### config.mk
export PLATFORM = sky130hd
export DESIGN_NAME = evrisim_sram_fifo_ctrl_flat
export DESIGN_NICKNAME = d
export VERILOG_FILES = /design/src/rtl/evrisim_sram_fifo_ctrl_if.sv /design/src/rtl/evrisim_sram_fifo_ctrl.sv /design/src/flat_wrapper.sv
export SDC_FILE = /design/constraint.sdc
export NUM_CORES = 1
export LEC_CHECK = 0
export BUFFER_PORTS_ARGS = -buffer_cell sky130_fd_sc_hd__buf_2
export CAP_MARGIN = 30
export CORE_UTILIZATION = 49
export DETAILED_ROUTE_END_ITERATION = 7
export HOLD_SLACK_MARGIN = 0.15
export PLACE_DENSITY = 0.74
export SLEW_MARGIN = 0
export SYNTH_ARGS = -nofsm -noshare
export SYNTH_HDL_FRONTEND = slang
export SYNTH_SLANG_ARGS = --single-unit
### constraint.sdc
create_clock -name clk_i -period 3.1 [get_ports clk_i]
set_clock_uncertainty 0.1 [all_clocks]
set_input_delay 0.155 -clock clk_i [delete_from_list [all_inputs] [get_ports clk_i]]
set_output_delay 0.155 -clock clk_i [all_outputs]
set_load 0.05 [all_outputs]
### src/rtl/evrisim_sram_fifo_ctrl_if.sv
// evrisim_sram_fifo_ctrl_if: stream and SRAM-port bundle for the SRAM-backed FIFO controller
//   flush_i                          synchronous clear request
//   in_valid_i/in_ready_o/in_data_i  input stream
//   out_valid_o/out_ready_i/out_data_o output stream, level_o words held
//   sram_csb0_o/addr0_o/din0_o       SRAM write port (active-low select)
//   sram_csb1_o/addr1_o/dout1_i      SRAM read port (active-low select, 1-cycle latency)
interface evrisim_sram_fifo_ctrl_if #(
    parameter int DATA_WIDTH = 11,
    parameter int ADDR_WIDTH = 9
);
    logic                  flush_i;
    logic                  in_valid_i;
    logic                  in_ready_o;
    logic [DATA_WIDTH-1:0] in_data_i;
    logic                  out_valid_o;
    logic                  out_ready_i;
    logic [DATA_WIDTH-1:0] out_data_o;
    logic [ADDR_WIDTH:0]   level_o;
    logic                  sram_csb0_o;
    logic [ADDR_WIDTH-1:0] sram_addr0_o;
    logic [DATA_WIDTH-1:0] sram_din0_o;
    logic                  sram_csb1_o;
    logic [ADDR_WIDTH-1:0] sram_addr1_o;
    logic [DATA_WIDTH-1:0] sram_dout1_i;

    modport slave (
        input  flush_i, in_valid_i, in_data_i, out_ready_i, sram_dout1_i,
        output in_ready_o, out_valid_o, out_data_o, level_o,
               sram_csb0_o, sram_addr0_o, sram_din0_o, sram_csb1_o, sram_addr1_o
    );

    modport master (
        output flush_i, in_valid_i, in_data_i, out_ready_i, sram_dout1_i,
        input  in_ready_o, out_valid_o, out_data_o, level_o,
               sram_csb0_o, sram_addr0_o, sram_din0_o, sram_csb1_o, sram_addr1_o
    );
endinterface

### src/rtl/evrisim_sram_fifo_ctrl.sv
// evrisim_sram_fifo_ctrl: streaming FIFO built on a 1W/1R SRAM with a 3-entry output buffer
//   clk_i  single clock (SRAM clocks tied to it)
//   rst_i  synchronous active-high reset
//   bus    evrisim_sram_fifo_ctrl_if.slave: input/output streams, level, SRAM ports
module evrisim_sram_fifo_ctrl #(
    parameter int DATA_WIDTH = 11,
    parameter int ADDR_WIDTH = 9,
    parameter int DEPTH      = 320
) (
    input  logic                     clk_i,
    input  logic                     rst_i,
    evrisim_sram_fifo_ctrl_if.slave  bus
);
    localparam int CW = ADDR_WIDTH + 1;
    localparam logic [ADDR_WIDTH-1:0] LAST = ADDR_WIDTH'(DEPTH - 1);

    logic [ADDR_WIDTH-1:0] wr_ptr, rd_ptr;
    logic [CW-1:0]         mem_count;
    logic                  rd_pend;
    logic [1:0]            obuf_cnt, cap_idx;
    logic [DATA_WIDTH-1:0] obuf [3];
    logic                  clr, wr_acc, rd_iss, pop;

    assign clr          = rst_i || bus.flush_i;
    assign bus.in_ready_o = !rst_i && mem_count < CW'(DEPTH);
    assign wr_acc       = bus.in_valid_i && bus.in_ready_o && !bus.flush_i;
    // Reads are admitted only while the buffer can absorb every word already in flight,
    // so a capture never finds the buffer full and out_ready_i never reaches the SRAM.
    assign rd_iss       = !clr && mem_count != '0 && ({1'b0, obuf_cnt} + 3'(rd_pend)) < 3'd3;
    assign pop          = bus.out_valid_o && bus.out_ready_i && !bus.flush_i;
    // Slot the captured word lands in after this cycle's pop has shifted the buffer.
    assign cap_idx      = obuf_cnt - 2'(pop);

    assign bus.sram_csb0_o  = !wr_acc;
    assign bus.sram_addr0_o = wr_ptr;
    assign bus.sram_din0_o  = bus.in_data_i;
    assign bus.sram_csb1_o  = !rd_iss;
    assign bus.sram_addr1_o = rd_ptr;

    assign bus.out_valid_o = obuf_cnt != '0;
    assign bus.out_data_o  = obuf[0];
    assign bus.level_o     = mem_count + CW'(rd_pend) + CW'(obuf_cnt);

    always_ff @(posedge clk_i) begin
        if (clr) begin
            wr_ptr    <= '0;
            rd_ptr    <= '0;
            mem_count <= '0;
            rd_pend   <= 1'b0;
            obuf_cnt  <= '0;
            obuf[0]   <= '0;
            obuf[1]   <= '0;
            obuf[2]   <= '0;
        end else begin
            if (wr_acc) wr_ptr <= (wr_ptr == LAST) ? '0 : wr_ptr + 1'b1;
            if (rd_iss) rd_ptr <= (rd_ptr == LAST) ? '0 : rd_ptr + 1'b1;
            mem_count <= mem_count + CW'(wr_acc) - CW'(rd_iss);
            rd_pend   <= rd_iss;
            obuf_cnt  <= cap_idx + 2'(rd_pend);
            // sram_dout1_i is only selected in the cycle after an issue, when it is defined.
            obuf[0]   <= (rd_pend && cap_idx == 2'd0) ? bus.sram_dout1_i : pop ? obuf[1] : obuf[0];
            obuf[1]   <= (rd_pend && cap_idx == 2'd1) ? bus.sram_dout1_i : pop ? obuf[2] : obuf[1];
            obuf[2]   <= (rd_pend && cap_idx == 2'd2) ? bus.sram_dout1_i : obuf[2];
        end
    end
endmodule

### src/flat_wrapper.sv
// flat-port wrapper written by rule: the top's interface ports become plain ports
module evrisim_sram_fifo_ctrl_flat 
#(
    parameter int DATA_WIDTH = 11,
    parameter int ADDR_WIDTH = 9,
    parameter int DEPTH      = 320
)
  (clk_i, rst_i, bus_flush_i, bus_in_valid_i, bus_in_data_i, bus_out_ready_i, bus_sram_dout1_i, bus_in_ready_o, bus_out_valid_o, bus_out_data_o, bus_level_o, bus_sram_csb0_o, bus_sram_addr0_o, bus_sram_din0_o, bus_sram_csb1_o, bus_sram_addr1_o);
  evrisim_sram_fifo_ctrl_if #(.DATA_WIDTH(DATA_WIDTH), .ADDR_WIDTH(ADDR_WIDTH)) bus_i ();
  input  logic clk_i;
  input  logic rst_i;
  input wire logic [$bits(bus_i.flush_i)-1:0] bus_flush_i;
  input wire logic [$bits(bus_i.in_valid_i)-1:0] bus_in_valid_i;
  input wire logic [$bits(bus_i.in_data_i)-1:0] bus_in_data_i;
  input wire logic [$bits(bus_i.out_ready_i)-1:0] bus_out_ready_i;
  input wire logic [$bits(bus_i.sram_dout1_i)-1:0] bus_sram_dout1_i;
  output wire logic [$bits(bus_i.in_ready_o)-1:0] bus_in_ready_o;
  output wire logic [$bits(bus_i.out_valid_o)-1:0] bus_out_valid_o;
  output wire logic [$bits(bus_i.out_data_o)-1:0] bus_out_data_o;
  output wire logic [$bits(bus_i.level_o)-1:0] bus_level_o;
  output wire logic [$bits(bus_i.sram_csb0_o)-1:0] bus_sram_csb0_o;
  output wire logic [$bits(bus_i.sram_addr0_o)-1:0] bus_sram_addr0_o;
  output wire logic [$bits(bus_i.sram_din0_o)-1:0] bus_sram_din0_o;
  output wire logic [$bits(bus_i.sram_csb1_o)-1:0] bus_sram_csb1_o;
  output wire logic [$bits(bus_i.sram_addr1_o)-1:0] bus_sram_addr1_o;
  assign bus_i.flush_i = bus_flush_i;
  assign bus_i.in_valid_i = bus_in_valid_i;
  assign bus_i.in_data_i = bus_in_data_i;
  assign bus_i.out_ready_i = bus_out_ready_i;
  assign bus_i.sram_dout1_i = bus_sram_dout1_i;
  assign bus_in_ready_o = bus_i.in_ready_o;
  assign bus_out_valid_o = bus_i.out_valid_o;
  assign bus_out_data_o = bus_i.out_data_o;
  assign bus_level_o = bus_i.level_o;
  assign bus_sram_csb0_o = bus_i.sram_csb0_o;
  assign bus_sram_addr0_o = bus_i.sram_addr0_o;
  assign bus_sram_din0_o = bus_i.sram_din0_o;
  assign bus_sram_csb1_o = bus_i.sram_csb1_o;
  assign bus_sram_addr1_o = bus_i.sram_addr1_o;
  evrisim_sram_fifo_ctrl #(.DATA_WIDTH(DATA_WIDTH), .ADDR_WIDTH(ADDR_WIDTH), .DEPTH(DEPTH)) u_core (.clk_i(clk_i), .rst_i(rst_i), .bus(bus_i));
endmodule
**After elaboration in Yosys (flattened, before gate mapping)**

Memories as Yosys holds them, arrays and structs flattened.
Cells that the tools add are included.

- Memories: 1
- RAM bits: 33
- Register bits: 31
- Logic and storage cells: 56
- Bits of input ports: 27
- Output and inout bits: 54

- Order comparisons: 2
- Add/sub/neg operators: 9
- Reduce and logical (&&, ||, !) cells: 19
- Bitwise operators: 3
- Equality and inequality tests: 4
- Mux-type cells: 13

Memories:

| name | words | bits a word | rd ports | clocked after memory_dff | wr ports | RTL line | RTL |
|---|---|---|---|---|---|---|---|
| u_core.obuf | 3 | 11 | 3 | 0 | 3 | evrisim_sram_fifo_ctrl.sv:21 | `logic [DATA_WIDTH-1:0] obuf [3];` |

Operators with widths:

| cell | number |
|---|---|
| 11-bit two-way mux | 8 |
| 10-bit by 1-bit adder with 10-bit output | 2 |
| 9-bit by 1-bit adder with 9-bit output, second input constant | 2 |
| 9-bit equality test, second input constant | 2 |
| 9-bit two-way mux | 2 |
| 10-bit by 2-bit adder with 10-bit output | 1 |
| 1-bit logical AND | 10 |
| 10-bit by 9-bit < comparator with 1-bit output, second input constant | 1 |
| 10-bit nonzero test | 1 |
| 10-bit by 1-bit subtractor with 10-bit output | 1 |
| 1-bit zero test | 5 |
| 2-bit by 1-bit adder with 3-bit output | 1 |
| 3-bit by 2-bit < comparator with 1-bit output, second input constant | 1 |
| 1-bit two-way mux | 3 |
| 1-bit OR | 3 |
| 2-bit by 1-bit adder with 2-bit output | 1 |
| 2-bit by 1-bit equality test with 1-bit output, second input constant | 1 |
| 2-bit equality test, second input constant | 1 |
| 2-bit zero test | 1 |
| 2-bit nonzero test | 1 |
| 2-bit by 1-bit subtractor with 2-bit output | 1 |
| 1-bit logical OR | 1 |

**Longest topological paths before layout**

Gate-level depths: netlist (run 1).

- Word-level depth: 8
- Gate-level depth with buffers: 15
- Mapped depth without buffers: 15

**Least setup slack after synthesis (run 1)**

No wires, ideal clock.

- Path type: reg2reg
- Start: register u_core.rd_pend
- End: register u_core.mem_count[8]
- Setup time: 0.128 ns
- Buffers on the path: 0
- Cell stages (with the launch flop): 15
- Period minus slack after synthesis: 3.206 ns
- Data required time: 2.872 ns
- Arrival: 2.978 ns
- Path slack: -0.106 ns
- Path through: dfxtp_1 -> ha_1 -> ha_1 -> a2111oi_4 -> nand2_4 -> inv_6 -> ha_1 -> inv_1 -> ha_1 -> fa_1 -> a21oi_1 -> nor3b_1 -> o31a_1 -> xnor2_1 -> nor2_1

- Longest elaborated chain between the ends: 4

Ends and longest elaborated chain:

| item | RTL line | RTL |
|---|---|---|
| start: declaration | evrisim_sram_fifo_ctrl.sv:19 | `logic rd_pend;` |
| start signal: assignment | evrisim_sram_fifo_ctrl.sv:58 | `rd_pend <= rd_iss;` |
| 2-bit by 1-bit adder with 3-bit output | evrisim_sram_fifo_ctrl.sv:29 | `assign rd_iss = !clr && mem_count != '0 && ({1'b0, obuf_cnt} + 3'(rd_pend)) < 3'd3;` |
| 3-bit by 2-bit < comparator with 1-bit output | evrisim_sram_fifo_ctrl.sv:29 |  |
| 1-bit logical AND | evrisim_sram_fifo_ctrl.sv:29 |  |
| via u_core.rd_iss | evrisim_sram_fifo_ctrl.sv:22 | `logic clr, wr_acc, rd_iss, pop;` |
| 10-bit by 1-bit subtractor with 10-bit output | evrisim_sram_fifo_ctrl.sv:57 | `mem_count <= mem_count + CW'(wr_acc) - CW'(rd_iss);` |
| end signal: assignment | evrisim_sram_fifo_ctrl.sv:57 |  |
| end: declaration | evrisim_sram_fifo_ctrl.sv:18 | `logic [CW-1:0] mem_count;` |

The timed path passes the listed nets, and every way through them passes these cells.
A chain may end at the register's enable or synchronous reset.

**Worst setup path in the final report (run 1)**

Same ends and word-level chain as after synthesis.

==> flow_summary.yaml, run 1 <==
power:
  clock_power_share_pct: 23.1
  ir_drop_mv: 0.4475
  sw_frac_of_total_pct: 40.56
  comb_power_share_pct: 44.0
  total_power_mw: 2.831
  p_int_mw: 1.683
  pwr-share-seq_pct: 32.9
  p_sw_mw: 1.148
  p_leak_nw: 1.766
  power_density_nw_per_um2: 669.1
floorplan:
  initial_core_util_pct: 52.04
  core_um2: 6944
  die_area_um2: 7722
  die_w_um: 87.88
  pin_count: 81
  rows: 30
  die_y_um: 87.88
timing:
  whs_ps: 209.6
  setup_tns_ps: 0
  tightest_slew_ps: 790.1
  setup_viol: 0
  fin_ws_ps: 139.8
  min_period_over_period_pct: 95.49
  maxSlewHeadroom_pct: 47.33
  max_freq_mhz: 337.8
  rsz0062_at_grt: "true"
  slew_violations: 0
  finalHoldViolations: 0
  fin_crit_ps: 2960
route:
  viasPerCell: 5.119
  wl_per_cell_um: 12.84
  drtPass1Iterations: 4
  post-route-drc-count: 0
  num_vias: 2923
  wl_mm: 7.331
  ant_nets: 0
  drt_iter0_markers: 105
global_routing:
  grt_start_max_net_pins: 41
  track_usage_pct: 20.56
  antenna_found_initial: 0
  grt_pass1_wl_mm: 12.37
  grt_pass1_vias: 2833
  grt.overflow.total: 0
layout:
  layout.area.seq_um2: 1286
  layout_commonest_cell: "dfxtp_1"
  num_antenna_cells: 0
  multi_input_area_um2: 2039
  n_fill_cell: 620
  final_core_util_pct: 60.94
  areaGrowthSynthToFinish_pct: 17.11
  finish.net_count: 529
  drive_gt1_share_pct: 22.53
  layout.cells.most_common_list: "dfxtp_1 (62), buf_2 (58), nor2_1 (51)"
yosys:
  synth.distinct_cells: 42
  yosysTopAreaCellShare_pct: 35.46
  syn-num-nets: 472
  synth_compound_area_share_pct: 11.70
  syn_area_um2: 3613
  ys_warn_count: 0
  synthMuxAreaShare_pct: 6.371
  synth_top_family_by_area: "simple AND/OR/NAND/NOR gates"
  synthAdderAreaFrac_pct: 11.70
  synth.area.top_cells: "dfxtp_1 (35%), ha_1 (10%), mux2i_1 (6.4%), nor2_1 (5.3%), xnor2_1 (4.6%)"
  ys_seq_area_share_pct: 35.46
  yosysTopAreaCell: "dfxtp_1"
  avgSynthCellArea_um2: 8.749
  synthXorXnorAreaFrac_pct: 6.787
  ys_seq_elements: 64
  synthSimpleGateAreaFrac_pct: 19.11
  synthCells: 413
critical_path:
  reg2reg_to: "u_core.mem_count[8]"
  rr_startpoint: "u_core.rd_pend"
  r2r_cells: 14
  cp_max_fo: 5
  crit_path_end_kind: "flop"
  worstSetupStartpointType: "flop"
  crit_end: "u_core.mem_count[8]"
  reg2reg_slack_ps: 140
  arrival_ps: 3070
  path_class: "reg2reg"
  cp.required_ps: 3210
  crit_start: "u_core.rd_pend"
run:
  maxCapViolCount: 0
place:
  dpl_worst_slack_ps: 55.04
  dp_hpwl_mm: 5.280
  portBuffers: 58
  gp_congestion: 0.8415
cts:
  cts_root_buf: "clkbuf_8"
  clock_sinks: 64
  clk_path_buf_depth: 2
  cts_tree: "yes"
  clk_pin_slew_ps: 80
  h-tree-depth: 3
  numCtsBuffers: 9
  clock_latency_ps: 340
worst_hold_path:
  min_path_type: "in2reg"
run_status:
  status: "completed"
[state kept, by name (all words and copies together) (netlist names)]
signal / count
u_core.bus.sram_addr0_o: 9
u_core.bus.sram_addr1_o: 9
u_core.mem_count: 10
u_core.obuf: 33
u_core.obuf_cnt: 2
u_core.rd_pend: 1
[layer usage]
metal | global-route usage (%) | routed length, um
met3 | 5.090 | 276
met4 | 8.793 | 129
met1 | 24.61 | 3413
met5 | 0 | 0
met2 | 35.02 | 3511
[kinds of logic after synthesis]
family          Yosys count
compound gates           63
mux                      23
fa+ha+maj                32
buf+inv                  61
simple gates            142
xor+xnor                 28
flops                    64
[stage by stage]
stage                     cell area (um^2)  instances
final                                 4232        571
after floorplan                       3636        413
after global routing                  4232        571
after global placement                3923        543
after detailed placement              3923        543
after CTS                             4214        570
[layout make-up]
| class | count | share of cell area, % |
|---|---|---|
| Tap cell | 96 | 2.839 |
| Multi-Input combinational cell | 288 | 48.20 |
| Sequential cell | 64 | 30.40 |
| Clock buffer | 10 | 3.253 |
| Timing Repair Buffer | 84 | 12.12 |
| Clock inverter | 6 | 1.035 |
| Inverter | 23 | 2.158 |
[critical path: stages, from the launching register on]
cell and delay, ps:
dfxtp_4 360, ha_2 190, ha_4 220, a2111oi_4 340
nand2_4 110, inv_6 60, ha_1 120, inv_1 40
ha_1 200, fa_2 360, a21oi_2 160, nor3b_1 80
o31a_1 310, xnor2_1 140, nor2_1 50
[timing repair]
item / CTS / global route
setup endpoints to repair: 0 / 5
buffers inserted: 0 / 1
hold buffers: 11 / 0
resized for setup: 0 / 4
endpoints found under the hold margin: 33 / 0
[worst min-delay path by stage]
stage / from / to / slack, ps / cells past startpoint
final: rst_i / u_core.obuf_cnt[0] / 210 / 3
after global routing: rst_i / u_core.obuf_cnt[0] / 190 / 3
after CTS: rst_i / u_core.rd_pend / 180 / 5
after detailed placement: bus_in_data_i[0] / bus_sram_din0_o[0] / 210 / 0
after global placement: bus_in_data_i[0] / bus_sram_din0_o[0] / 210 / 0
after floorplan: bus_sram_dout1_i[0] / u_core.obuf[0][22] / 190 / 2
[synth_stat cells]
cell,n
dfxtp_1,64
nor2_1,51
nand2_1,36
ha_1,29
a21oi_1,24
mux2i_1,23
a211oi_1,22
buf_4,22
inv_1,22
xnor2_1,19
clkbuf_1,13
nor2b_1,9
xor2_1,9
nand3_1,7
o21ai_0,6
and2_1,5
nand4_1,5
and3_1,4
nor3_1,4
or2_2,4
or3_1,4
buf_2,3
fa_1,3
a21o_1,2
a31o_2,2
a31oi_1,2
nand2b_1,2
nor3b_1,2
or4_1,2
a2111oi_4,1
a221o_1,1
a221oi_1,1
and3b_1,1
inv_6,1
nand2_4,1
nand3b_1,1
nand4_4,1
nand4b_1,1
nor4_1,1
nor4b_1,1
o31a_1,1
o31ai_1,1
[power by group through the flow]
stage / logic [mW] / registers, mW / clock network [mW]
floorplan: 0.985 / 0.961 / 0
global placement: 1.19 / 0.943 / 0
detailed placement: 1.21 / 0.948 / 0
CTS: 1.23 / 0.929 / 0.671
global route: 1.37 / 0.940 / 0.711
finish: 1.25 / 0.932 / 0.653
Power figures use the tool's default switching activity.
==> run 2, diff against run 1 <==
--- a/config.mk
+++ b/config.mk
@@ -6,11 +6,10 @@
 export NUM_CORES = 1
 export LEC_CHECK = 0
 export BUFFER_PORTS_ARGS = -buffer_cell sky130_fd_sc_hd__buf_2
-export CAP_MARGIN = 30
-export CORE_UTILIZATION = 49
+export CORE_UTILIZATION = 50
 export DETAILED_ROUTE_END_ITERATION = 7
 export HOLD_SLACK_MARGIN = 0.15
-export PLACE_DENSITY = 0.74
+export PLACE_DENSITY = 0.73
 export SLEW_MARGIN = 0
 export SYNTH_ARGS = -nofsm -noshare
 export SYNTH_HDL_FRONTEND = slang
==> constraint.sdc (replaced) <==
create_clock -name clk_i -period 3.5 [get_ports clk_i]
set_clock_uncertainty 0.1 [all_clocks]
set_input_delay 0.7 -clock clk_i [delete_from_list [all_inputs] [get_ports clk_i]]
set_output_delay 0.7 -clock clk_i [all_outputs]
set_load 0.05 [all_outputs]
==> run 2 against run 1 <==
  * Wire length down 1.2%
  * Cell area down 4.1%
  * Fmax fell by 11%
  * Via count shrank 2.7%
  * Global-route usage about the same
  * Flip-flop and latch count is the same
  * Utilization shrank 1.8 points
  * Largest cell class unchanged
==> flow_summary.yaml, run 2 (same netlist as run 1, synthesis figures left out) <==
global_routing:
  grt.overflow.total: 0
  busiest_layer: "met2"
  grt_pass1_wl_mm: 12.19
  grt_start_max_net_pins: 33
  use_met3_pct: 3.981
  met2_usage_pct: 35.86
  grt_util_met1_pct: 24.09
  grt_pass1_vias: 2827
  antenna_found_initial: 0
  track_usage_pct: 20.55
critical_path:
  cp_common_cell: "ha_1"
  cp_max_fo: 7
  path_buf_inv: 2
  rr_startpoint: "u_core.rd_pend"
  cpMaxStageDelayCell: "fa_1"
  path_cells: "ha_1 -> ha_1 -> a2111oi_4 -> nand2_4 -> inv_6 -> ha_1 -> inv_1 -> ha_1 -> fa_1 -> a21oi_1 -> nor3b_1 -> o31a_1 -> xnor2_1 -> nor2_1"
  path_class: "reg2reg"
  r2r_cells: 14
  cpPeakStageDelay_ps: 430
  arrival_ps: 3420
  worstSetupStartpointType: "flop"
  crit_start: "u_core.rd_pend"
  cp.required_ps: 3610
  crit_path_end_kind: "flop"
  cp.depth: 14
  cp_top_family: "adder cells"
timing:
  setup_viol: 0
  setup_tns_ps: 0
  rsz0062_at_grt: "false"
  tightest_slew_ps: 651.3
  fin_crit_ps: 3316
  fin_ws_ps: 184.0
  slew_violations: 0
  maxSlewHeadroom_pct: 56.58
  min_period_over_period_pct: 94.74
  max_freq_mhz: 301.6
  finalHoldViolations: 0
layout:
  areaGrowthSynthToFinish_pct: 12.36
  largest-register: "u_core.obuf"
  layout.cells.most_common_list: "dfxtp_1 (64), buf_2 (58), nor2_1 (51)"
  drive_gt1_share_pct: 19.60
  finish.net_count: 508
  instances_no_fill: 550
  num_antenna_cells: 0
  layout_commonest_cell: "dfxtp_1"
  top_regs: "u_core.obuf x33, u_core.mem_count x10"
  largest_reg_flops: 33
  n_fill_cell: 625
route:
  post-route-drc-count: 0
  ant_nets: 0
  viasPerCell: 5.173
  num_vias: 2845
  drt_iter0_markers: 105
  wl_mm: 7.245
  wl_per_cell_um: 13.17
  drtPass1Iterations: 4
place:
  dpl_worst_slack_ps: 193.6
  portBuffers: 58
  gp_congestion: 0.8984
  place_inst: 534
  dp_hpwl_mm: 5.269
floorplan:
  core_um2: 6869
  die_y_um: 87.01
  die_area_um2: 7571
  initial_core_util_pct: 52.60
  rows: 30
  pin_count: 81
  die_w_um: 87.01
cts:
  clk_path_buf_depth: 2
  postCtsHoldBufs: 0
  clock_sinks: 64
  cts_tree: "yes"
  clk_pin_slew_ps: 70
  cts.repair.resized: 0
  clock_latency_ps: 360
  h-tree-depth: 3
  cts_root_buf: "clkbuf_8"
  cts_setup_buffers: 0
  numCtsBuffers: 9
power:
  ir_drop_mv: 0.4792
  power_density_nw_per_um2: 636.8
  total_power_mw: 2.585
  p_leak_nw: 1.696
worst_hold_path:
  hold_path.startpoint: "u_core.obuf[0][28]"
  hold_depth: 2
  min_path_type: "reg2reg"
run:
  maxCapViolCount: 0
run_status:
  status: "completed"
-- run 2: through the flow --
stage | instance area, um^2 | hold WS (ps) | util, %
6_report | 4060 | 361.4 | 59.11
5_1_grt | 4060 | 373.9 | 59.11
3_5_place_dp | 3832 | 348.1 | 55.79
2_1_floorplan | 3613 | 336.0 | -
3_3_place_gp | 3832 | 342.1 | 55.79
4_1_cts | 4060 | 359.2 | 59.11
-- run 2: cell type report --
cell class / instances / area [um^2] / share of cell area [%]
clock inverters: 7 / 103.9 / 2.558
multi-input cells: 288 / 2012 / 49.55
repair buffers: 63 / 327.8 / 8.074
clock buffers: 9 / 123.9 / 3.051
well taps: 96 / 120.1 / 2.958
flip-flops and latches: 64 / 1281 / 31.56
inverters: 23 / 91.34 / 2.250
-- run 2: worst paths after layout --
| check | endpoint | slack (ps) |
|---|---|---|
| worst max-delay path | u_core.mem_count[8] | 180 |
| worst min-delay path | u_core.obuf[0][28] | 360 |
| worst max register to register | u_core.mem_count[8] | 180 |
| worst min register to register | u_core.obuf[0][28] | 360 |
-- run 2: worst register-to-register path, delay by kind of cell, from the launching register on --
kind | cells | cell delay [ps]
AOI/OAI and AO/OA | 3 | 890
xor gates and xnor gates | 1 | 140
adders and majority gates | 5 | 1280
buffers and inverters | 2 | 140
DFF | 1 | 350
and+or+nand+nor | 3 | 290
-- run 2: metal layers --
metal  share of wire, %  wire length, um
met1                 45             3282
met2                 49             3546
met3                3.7              266
met5                  0                0
met4                2.1              150
-- run 2: power breakdown --
part | switching [mW] | total (mW) | internal, mW
sequential | 0.0573 | 0.839 | 0.782
combinational | 0.638 | 1.01 | 0.374
clock | 0.325 | 0.734 | 0.410
==> run 3, diff against run 2 <==
==> constraint.sdc (replaced) <==
create_clock -name clk_i -period 3.5 [get_ports clk_i]
set_clock_uncertainty 0.1 [all_clocks]
set_input_delay 0.175 -clock clk_i [delete_from_list [all_inputs] [get_ports clk_i]]
set_output_delay 0.175 -clock clk_i [all_outputs]
set_load 0.05 [all_outputs]
==> run 3 against run 2 <==
  * Setup slack gained 29 ps
  * Critical endpoint unchanged
  * Register-to-register slack gained 30 ps
  * Global-route usage grew 0.77 points
  * Critical path type unchanged
  * Die area is the same
  * Worst hold slack lost 130 ps
  * Sequential power is essentially flat
  * Utilization grew 1.3 points
  * Non-clock buffer count grew 13
  * Largest cell class unchanged
  * Cell area grew 2.2%
  * Wire length grew 4.5%
  * Count of clock-buffer cells in the layout grew 1
  * First-iteration DRC count grew 44%
==> flow_summary.yaml, run 3 (same netlist as run 1, synthesis figures left out) <==
run_status:
  status: "completed"
timing:
  finalHoldViolations: 0
  slew_violations: 0
  max_freq_mhz: 304.3
  fin_ws_ps: 213.4
  min_period_over_period_pct: 93.90
  maxSlewHeadroom_pct: 31.35
  setup_viol: 0
  fin_crit_ps: 3287
  tightest_slew_ps: 1030
  whs_ps: 235.0
route:
  wl_met3_um: 340
  ant_nets: 0
  post-route-drc-count: 0
  viasPerCell: 5.140
  wl_met2_mm: 3.704
  wl_per_cell_um: 13.45
  num_vias: 2894
  dr.max_layer_used: "met4"
  drtPass1Iterations: 4
  met1Wirelength_mm: 3.432
  wl_mm: 7.571
  drt_iter0_markers: 151
layout:
  multi_input_area_um2: 2018
  top_regs: "u_core.obuf x33, u_core.mem_count x10"
  n_fill_cell: 609
  layout.area.seq_um2: 1282
  areaGrowthSynthToFinish_pct: 14.89
  drive_gt1_share_pct: 19.70
  finish.net_count: 521
  num_antenna_cells: 0
  largest-register: "u_core.obuf"
  final_core_util_pct: 60.44
  largest_reg_flops: 33
  layout.cells.most_common_list: "dfxtp_1 (63), buf_2 (58), nor2_1 (51)"
  layout_commonest_cell: "dfxtp_1"
power:
  sw_frac_of_total_pct: 41.11
  ir_drop_mv: 0.4818
  power_density_nw_per_um2: 595.3
  p_sw_mw: 1.016
  p_int_mw: 1.455
  p_leak_nw: 1.727
  pwr-share-seq_pct: 34.1
  clock_power_share_pct: 23.7
  comb_power_share_pct: 42.2
critical_path:
  cp.required_ps: 3590
  worstSetupStartpointType: "flop"
  path_buf_inv: 2
  arrival_ps: 3370
  cp_top_family: "adder cells"
  path_cells: "ha_1 -> ha_1 -> a2111oi_4 -> nand2_4 -> inv_6 -> ha_1 -> inv_1 -> ha_1 -> fa_2 -> a21oi_2 -> nor3b_1 -> o31a_1 -> xnor2_1 -> nor2_1"
  cpPeakStageDelay_ps: 410
  cpMaxStageDelayCell: "a2111oi_4"
  path_class: "reg2reg"
  cp_common_cell: "ha_1"
  cp_max_fo: 6
  crit_path_end_kind: "flop"
place:
  portBuffers: 58
  dpl_worst_slack_ps: 179.6
  dp_hpwl_mm: 5.259
  gp_congestion: 0.9137
floorplan:
  pin_count: 81
  die_area_um2: 7571
  die_y_um: 87.01
  die_w_um: 87.01
  rows: 30
  initial_core_util_pct: 52.60
  core_um2: 6869
cts:
  clk_path_buf_depth: 2
  clock_latency_ps: 340
  cts_root_buf: "clkbuf_8"
  clock_sinks: 64
  cts_tree: "yes"
  clk_pin_slew_ps: 70
  numCtsBuffers: 9
  h-tree-depth: 3
worst_hold_path:
  min_path_type: "in2reg"
global_routing:
  grt_pass1_vias: 2822
  grt_start_max_net_pins: 53
  track_usage_pct: 21.32
  antenna_found_initial: 0
  grt_pass1_wl_mm: 12.65
  grt.overflow.total: 0
run:
  maxCapViolCount: 0
==> run 3: changes by cell type in the layout (fill, tap and decap cells not counted), sizes merged <==
cell / change
dlygate4sd3: +13
clkinvlp: +1
clkinv: +1
inv: -1
clkbuf: +1
bufinv: -2
==> run 3: tightest hold or removal path, cell delays in order <==
cell and delay [ps]:
buf_2 160, nor2_1 130, and2_1 170
==> run 3: area by class of cell <==
class                   instances  area share [%]
well taps                      96           2.893
multi-input cells             288           48.61
clock inverters                 6           1.055
clock buffers                  10           3.315
flip-flops and latches         64           30.89
inverters                      23           2.200
repair buffers                 76           11.03
==> run 3: path summary, 6_finish.rpt <==
path	endpoint	startpoint	cells after the start	slack [ps]
min	u_core.obuf_cnt[0]	bus_flush_i	3	230
min reg2reg	u_core.obuf[0][26]	u_core.obuf[0][26]	2	360
max	u_core.mem_count[8]	u_core.rd_pend	14	210
max reg2reg	u_core.mem_count[8]	u_core.rd_pend	14	210
==> run 3: stage by stage <==
step | instance area, um^2 | instances | power (mW) | setup TNS [ps]
final | 4151 | 563 | 2.471 | 0
after global routing | 4151 | 563 | 2.628 | -0.9612
after CTS | 4129 | 561 | 2.474 | 0
after detailed placement | 3817 | 532 | 1.860 | 0
after global placement | 3817 | 532 | 1.845 | 0
after floorplan | 3613 | 413 | 1.714 | 0
==> run 3: layer usage <==
metal | vias up | GRT usage [%]
met5 | - | 0
met4 | 0 | 9.242
met3 | 8 | 3.602
met2 | 71 | 35.58
met1 | 1338 | 27.07
li1 | 1477 | -
==> run 3: timing repair <==
item,in CTS,in global routing
buffers inserted,0,2
setup endpoints to repair,0,1
endpoints found under the hold margin,34,0
hold buffers,13,0
gates resized for setup,0,3
==> run 3: power by group through the flow <==
stage	clock, mW	combinational, mW	sequential (mW)
after floorplan	0	0.865	0.850
after global placement	0	0.991	0.854
after detailed placement	0	1.00	0.857
after CTS	0.604	1.03	0.841
after global routing	0.636	1.14	0.851
final	0.586	1.04	0.842
